### config.mk
export PLATFORM = sky130hd
export DESIGN_NAME = modbus_frame_rx
export DESIGN_NICKNAME = d
export VERILOG_FILES = /design/src/rtl/modbus_frame_rx.sv
export SDC_FILE = /design/constraint.sdc
export NUM_CORES = 1
export LEC_CHECK = 0
export ABC_AREA = 1
export BUFFER_PORTS_ARGS = -buffer_cell sky130_fd_sc_hd__buf_2
export CORE_MARGIN = 2
export CORE_UTILIZATION = 40
export CTS_CLUSTER_SIZE = 28
export DETAILED_ROUTE_END_ITERATION = 8
export PLACE_DENSITY = 0.68
export SKIP_LAST_GASP = 1
export SLEW_MARGIN = 20
export SYNTH_ARGS = -nofsm -noshare
export SYNTH_HDL_FRONTEND = slang
export SYNTH_SLANG_ARGS = --single-unit
### constraint.sdc
create_clock -name clk_in -period 4.8 [get_ports clk_in]
set_input_delay 0.24 -clock clk_in [delete_from_list [all_inputs] [get_ports clk_in]]
set_output_delay 0.24 -clock clk_in [all_outputs]
set_load 0.02 [all_outputs]
### src/rtl/modbus_frame_rx.sv
// Modbus RTU request receiver: silence-delimited framing, CRC-16 check and 03/04/06 decode.
// Optional MODBUS_BROADCAST_EN accepts address 00 write-single requests and adds a broadcast output.
module modbus_frame_rx #(
    parameter logic [7:0]  DEV_ADDR  = 8'h01,
    parameter int unsigned T15_CLKS  = 37500,
    parameter int unsigned T35_CLKS  = 87500,
    parameter int unsigned REG_DEPTH = 256,
    parameter int unsigned MAX_QTY   = 125
) (
    input  logic        clk_in,
    input  logic        rst_in,
    input  logic [7:0]  rx_byte,
    input  logic        rx_byte_valid,
    output logic        rx_done,
    output logic        rx_exc,
    output logic [7:0]  exc_code,
    output logic [7:0]  func_code,
    output logic [15:0] reg_addr,
    output logic [15:0] reg_quantity,
    output logic        frame_drop,
`ifdef MODBUS_BROADCAST_EN
    output logic        broadcast,
`endif
    output logic        rx_busy
);
    localparam int TW = $clog2(T35_CLKS + 1);
    localparam logic [TW-1:0] T35_T = TW'(T35_CLKS);
    localparam logic [TW-1:0] T15_T = TW'(T15_CLKS);
    localparam logic [16:0] DEPTH17 = 17'(REG_DEPTH);
    localparam logic [16:0] MAX17   = 17'(MAX_QTY);

    typedef enum logic [1:0] {SYNC, IDLE, RECV, CHECK} state_t;

    function automatic logic [15:0] crc_upd(input logic [15:0] c, input logic [7:0] b);
        logic [15:0] r;
        r = c ^ {8'h00, b};
        for (int i = 0; i < 8; i++)
            r = r[0] ? ((r >> 1) ^ 16'hA001) : (r >> 1);
        return r;
    endfunction

    state_t          state_q, state_d;
    logic [TW-1:0]   timer_q, timer_d;
    logic [3:0]      count_q, count_d;
    logic [15:0]     crc_q, crc_d;
    logic [5:0][7:0] frame_q, frame_d;
    logic            gap_err_q, gap_err_d;
    logic            rx_done_q, rx_done_d;
    logic            rx_exc_q, rx_exc_d;
    logic            frame_drop_q, frame_drop_d;
    logic            rx_busy_q, rx_busy_d;
    logic [7:0]      exc_code_q, exc_code_d;
    logic [7:0]      func_code_q, func_code_d;
    logic [15:0]     reg_addr_q, reg_addr_d;
    logic [15:0]     reg_quantity_q, reg_quantity_d;
`ifdef MODBUS_BROADCAST_EN
    logic            broadcast_q, broadcast_d;
`endif

    // Frame evaluation works on the registered frame, so it is valid in the last RECV cycle.
    logic [7:0]  fc, code;
    logic [16:0] addr17, qty17;
    logic        is_rd, frame_ok, unicast, bcast, accept;

    always_comb begin
        fc       = frame_q[1];
        addr17   = {1'b0, frame_q[2], frame_q[3]};
        qty17    = {1'b0, frame_q[4], frame_q[5]};
        is_rd    = (fc == 8'h03) || (fc == 8'h04);
        frame_ok = (count_q == 4'd8) && !gap_err_q && (crc_q == 16'h0000);
        code     = 8'h00;
        if (!(is_rd || fc == 8'h06))                         code = 8'h01;
        else if (is_rd && (qty17 == '0 || qty17 > MAX17))    code = 8'h03;
        else if (is_rd && (addr17 + qty17 > DEPTH17))        code = 8'h02;
        else if (fc == 8'h06 && addr17 >= DEPTH17)           code = 8'h02;
        unicast  = frame_ok && (frame_q[0] == DEV_ADDR);
`ifdef MODBUS_BROADCAST_EN
        bcast    = frame_ok && (frame_q[0] == 8'h00) && (fc == 8'h06) && (code == 8'h00);
`else
        bcast    = 1'b0;
`endif
        accept   = unicast || bcast;
    end

    always_comb begin
        state_d        = state_q;
        timer_d        = rx_byte_valid ? '0 : ((timer_q == T35_T) ? T35_T : timer_q + TW'(1));
        count_d        = count_q;
        crc_d          = crc_q;
        frame_d        = frame_q;
        gap_err_d      = gap_err_q;
        rx_done_d      = 1'b0;
        rx_exc_d       = 1'b0;
        frame_drop_d   = 1'b0;
        exc_code_d     = exc_code_q;
        func_code_d    = func_code_q;
        reg_addr_d     = reg_addr_q;
        reg_quantity_d = reg_quantity_q;
`ifdef MODBUS_BROADCAST_EN
        broadcast_d    = broadcast_q;
`endif
        case (state_q)
            SYNC: if (timer_q == T35_T) state_d = IDLE;
            IDLE, CHECK: begin
                state_d = IDLE;
                if (rx_byte_valid) begin
                    frame_d[0] = rx_byte;
                    crc_d      = crc_upd(16'hFFFF, rx_byte);
                    count_d    = 4'd1;
                    gap_err_d  = 1'b0;
                    state_d    = RECV;
                end
            end
            RECV: begin
                if (rx_byte_valid) begin
                    for (int i = 1; i < 6; i++)
                        if (count_q == 4'(i)) frame_d[i] = rx_byte;
                    crc_d = crc_upd(crc_q, rx_byte);
                    if (count_q != 4'd9) count_d = count_q + 4'd1;
                    if (timer_q > T15_T) gap_err_d = 1'b1;
                end else if (timer_q == T35_T) begin
                    // Result pulses are registered here so they show during the CHECK cycle.
                    state_d = CHECK;
                    if (!accept) begin
                        frame_drop_d = 1'b1;
                    end else begin
                        func_code_d    = fc;
                        reg_addr_d     = {frame_q[2], frame_q[3]};
                        reg_quantity_d = {frame_q[4], frame_q[5]};
                        exc_code_d     = code;
                        rx_done_d      = (code == 8'h00);
                        rx_exc_d       = (code != 8'h00);
`ifdef MODBUS_BROADCAST_EN
                        broadcast_d    = bcast;
`endif
                    end
                end
            end
            default: state_d = SYNC;
        endcase
        rx_busy_d = (state_d == RECV) || (state_d == CHECK);
    end

    always_ff @(posedge clk_in or posedge rst_in) begin
        if (rst_in) begin
            state_q        <= SYNC;
            timer_q        <= '0;
            count_q        <= '0;
            crc_q          <= 16'hFFFF;
            frame_q        <= '0;
            gap_err_q      <= 1'b0;
            rx_done_q      <= 1'b0;
            rx_exc_q       <= 1'b0;
            frame_drop_q   <= 1'b0;
            rx_busy_q      <= 1'b0;
            exc_code_q     <= '0;
            func_code_q    <= '0;
            reg_addr_q     <= '0;
            reg_quantity_q <= '0;
`ifdef MODBUS_BROADCAST_EN
            broadcast_q    <= 1'b0;
`endif
        end else begin
            state_q        <= state_d;
            timer_q        <= timer_d;
            count_q        <= count_d;
            crc_q          <= crc_d;
            frame_q        <= frame_d;
            gap_err_q      <= gap_err_d;
            rx_done_q      <= rx_done_d;
            rx_exc_q       <= rx_exc_d;
            frame_drop_q   <= frame_drop_d;
            rx_busy_q      <= rx_busy_d;
            exc_code_q     <= exc_code_d;
            func_code_q    <= func_code_d;
            reg_addr_q     <= reg_addr_d;
            reg_quantity_q <= reg_quantity_d;
`ifdef MODBUS_BROADCAST_EN
            broadcast_q    <= broadcast_d;
`endif
        end
    end

    assign rx_done      = rx_done_q;
    assign rx_exc       = rx_exc_q;
    assign frame_drop   = frame_drop_q;
    assign rx_busy      = rx_busy_q;
    assign exc_code     = exc_code_q;
    assign func_code    = func_code_q;
    assign reg_addr     = reg_addr_q;
    assign reg_quantity = reg_quantity_q;
`ifdef MODBUS_BROADCAST_EN
    assign broadcast    = broadcast_q;
`endif
endmodule

==> flow_summary.ini <==
[status]
status = complete, no violations

[floorplanning]
ios = 63
fp-row-count = 48
core_area_mm2 = 0.01736
initial_core_util_pct = 41.06
die-area_mm2 = 0.01890
dieHeight_um = 137.5
die-width_um = 137.5

[routing]
drt_iter0_drc = 399
routed_wl_mm = 17.00
dr.pass1.iters = 5
routed_via_density = 4.929
ant_nets = 0
wire_per_inst_um = 14.13
drc_errors = 0
via_count = 5929

[cts]
cts-htree-levels = 4
clockBufferDepth = 2
cts_buffers = 17
insertion_delay_ns = 0.42
root_buffer = clkbuf_16
tritoncts = yes
clk_pin_slew_ns = 0.06
clock_sinks = 133

[synthesis]
syn_area_mm2 = 0.007127
synthTopCellsByArea = dfrtp_1 (41%), nand2_1 (16%), dfstp_2 (5.9%)
syn_inst = 915
synth_mux_area_share_pct = 0
yosys.area_share.adder_pct = 4.143
yosysMostFrequentCell = nand2_1
synthXorXnorAreaFrac_pct = 3.792
ys_seq_area_share_pct = 46.98
synth-simple-area-share_pct = 26.51
synth_compound_area_share_pct = 10.25
netlist.area_leader.share_pct = 41.08
synth_top_family_by_area = simple AND/OR/NAND/NOR gates
ys_warn_count = 0
async_reset_ff_share_pct = 100.0
synth_top_area_cell = dfrtp_1
synth-edff-count = 0
synth_ff_type = dfrtp_1
synth.distinct_cells = 45
ys_ff_latch = 133
syn_area_per_cell_um2 = 7.789
ys_top_cells_by_count = nand2_1 (303), dfrtp_1 (117), inv_1 (102)

[setup_path]
crit_path_top_delay_cell = fa_1
crit_path_cell_trace = ha_1 -> fa_1 -> nand3_1 -> nand3_1 -> nand2_1 -> nand2_1 -> nand3_1 -> nand2_1 -> nand2_1 -> nand2_1 -> nor2_1 -> nand2_1 -> o21bai_1 -> nand2_1 -> nand2_1 -> nand2_1
crit_top_cell = nand2_1
cp.required_ns = 5.10
critPathMaxStageDelay_ns = 0.43
endpoint_kind = register
path_max_fanout = 4
startpoint_type = register
crit_type = register to register
ff2ff_path_depth = 16
worst-endpoint-arrival_ns = 2.78

[sta]
tightest_slew_ns = 0.8643
hold_viol = 0
tns_ns = 0
setup_viol = 0
fin_crit_sh_pct = 51.75
rsz0062_at_grt = false
slew_viol_final = 0
skew_ns = 0.007496
slew_headroom_pct = 42.38
fin_crit_ns = 2.484
clock.fmax_mhz = 402.6

[layout]
fillCellCount = 1723
layout-drive-gt1-share_pct = 12.78
diodes = 0
final_nets = 999
utilization_pct = 47.05
area_delta_synth_final_pct = 14.59

[power]
total_power_mw = 4.654
power_leakage_nw = 4.263
p_sw_share_pct = 38.76
intPower_mw = 2.850
p_seq_share_pct = 36.4
clock_power_share_pct = 28.8
p_per_area_mw_per_mm2 = 569.8
power.share.combinational_pct = 34.7
switchingPower_mw = 1.804
vdd_drop_max_mv = 0.3176

[grt]
track_usage_pct = 19.53
grt_max_degree = 70
grt_pass1_wl_mm = 28.51
grt_use_met2_pct = 30.49
grt_antenna_before_repair = 0
use_met1_pct = 26.41
grtUsageMet3_pct = 4.930
grt_pass1_vias = 5740
grt.overflow.total = 0
top_usage_layer = met2

[place]
dp_hpwl_mm = 12.45
portBuffers = 56
gp_congestion = 0.8920

[run]
cap_violations = 0

[min_path]
whs_path_depth = 3
min_path_type = primary input to register
-- routing by layer --
layer | routed length (um) | vias up
met1 | 8158 | 2754
met3 | 729 | 21
met5 | 0 | -
li1 | - | 3023
met2 | 7803 | 131
met4 | 310 | 0
-- stage by stage --
step           setup slack, ns  hold WS (ns)  instances  area (um2)
6_report                 2.316        0.1336       1203        8167
5_1_grt                  2.033        0.1515       1203        8167
4_1_cts                  2.326        0.1107       1203        8167
3_5_place_dp             2.339        0.2164       1170        7542
3_3_place_gp             2.373        0.2180       1170        7542
2_1_floorplan            1.032        0.3610        920        7146
-- layout by cell type, fill, tap and decap left out, drive strengths merged, types with 16 or more instances in the layout --
cell	Yosys	layout
nand2	305	305
dfrtp	117	117
inv	105	108
o21ai	92	92
buf	19	59
nor2	56	56
nand3	51	51
a21oi	31	31
ha	22	22
xnor2	20	20
clkbuf	15	18
dfstp	16	16
-- cell type report --
class	instances	area, um2	share of cell area, %
multi-input cells	647	3208	39.28
inverters	106	401.6	4.918
repair buffers	60	312.8	3.830
well taps	225	281.5	3.447
clock inverters	14	175.2	2.145
clock buffers	18	439.2	5.378
flip-flops and latches	133	3348	41.00
-- power groups by stage --
stage               sequential (mW)  combinational [mW]  clock (mW)
finish                         1.70                1.62        1.34
CTS                            1.69                1.61        1.37
global placement               1.71                1.58           0
detailed placement             1.71                1.59           0
global route                   1.73                1.86        1.43
floorplan                      1.62                1.29           0
-- cells by family after synthesis --
kind of cell / Yosys count
and+or+nand+nor: 450
adders and majority gates: 23
buffers and inverters: 140
xor gates and xnor gates: 30
DFF: 133
AOI/OAI and AO/OA: 138
other: 1
-- flip-flops by register name, summed over array words and instances, names as in the netlist, 8 cells and up --
register,count
addr17,16
reg_addr,16
func_code,8
frame_q,24
timer_q,17
fc,8
reg_quantity,16
crc_q,16
-- critical path, delay by kind of cell, from the launching register on --
kind	cells	cell delay [ns]
AO/OA/AOI/OAI	1	0.20
adder cells (fa/ha/maj)	2	0.68
flip-flops	1	0.41
AND/OR/NAND/NOR	13	1.07
-- worst paths after layout --
| path | startpoint | endpoint | slack (ns) |
|---|---|---|---|
| max | frame_q[40] | exc_code[1] | 2.32 |
| min in group asynchronous | rst_in | reg_quantity[11] | 0.31 |
| min reg2reg | func_code[4] | func_code[4] | 0.47 |
| max reg2reg | frame_q[40] | exc_code[1] | 2.32 |
| min | rx_byte[7] | frame_q[39] | 0.13 |
| max in group asynchronous | rst_in | reg_addr[9] | 3.34 |
-- timing repair --
| item | 4_1_cts | 5_1_grt |
|---|---|---|
| buffers inserted | 0 | 0 |
| hold buffers | 1 | 0 |
| gates resized for setup | 0 | 0 |
| hold endpoints to repair | 20 | 0 |
No activity file was read; power rests on OpenSTA's default activity.
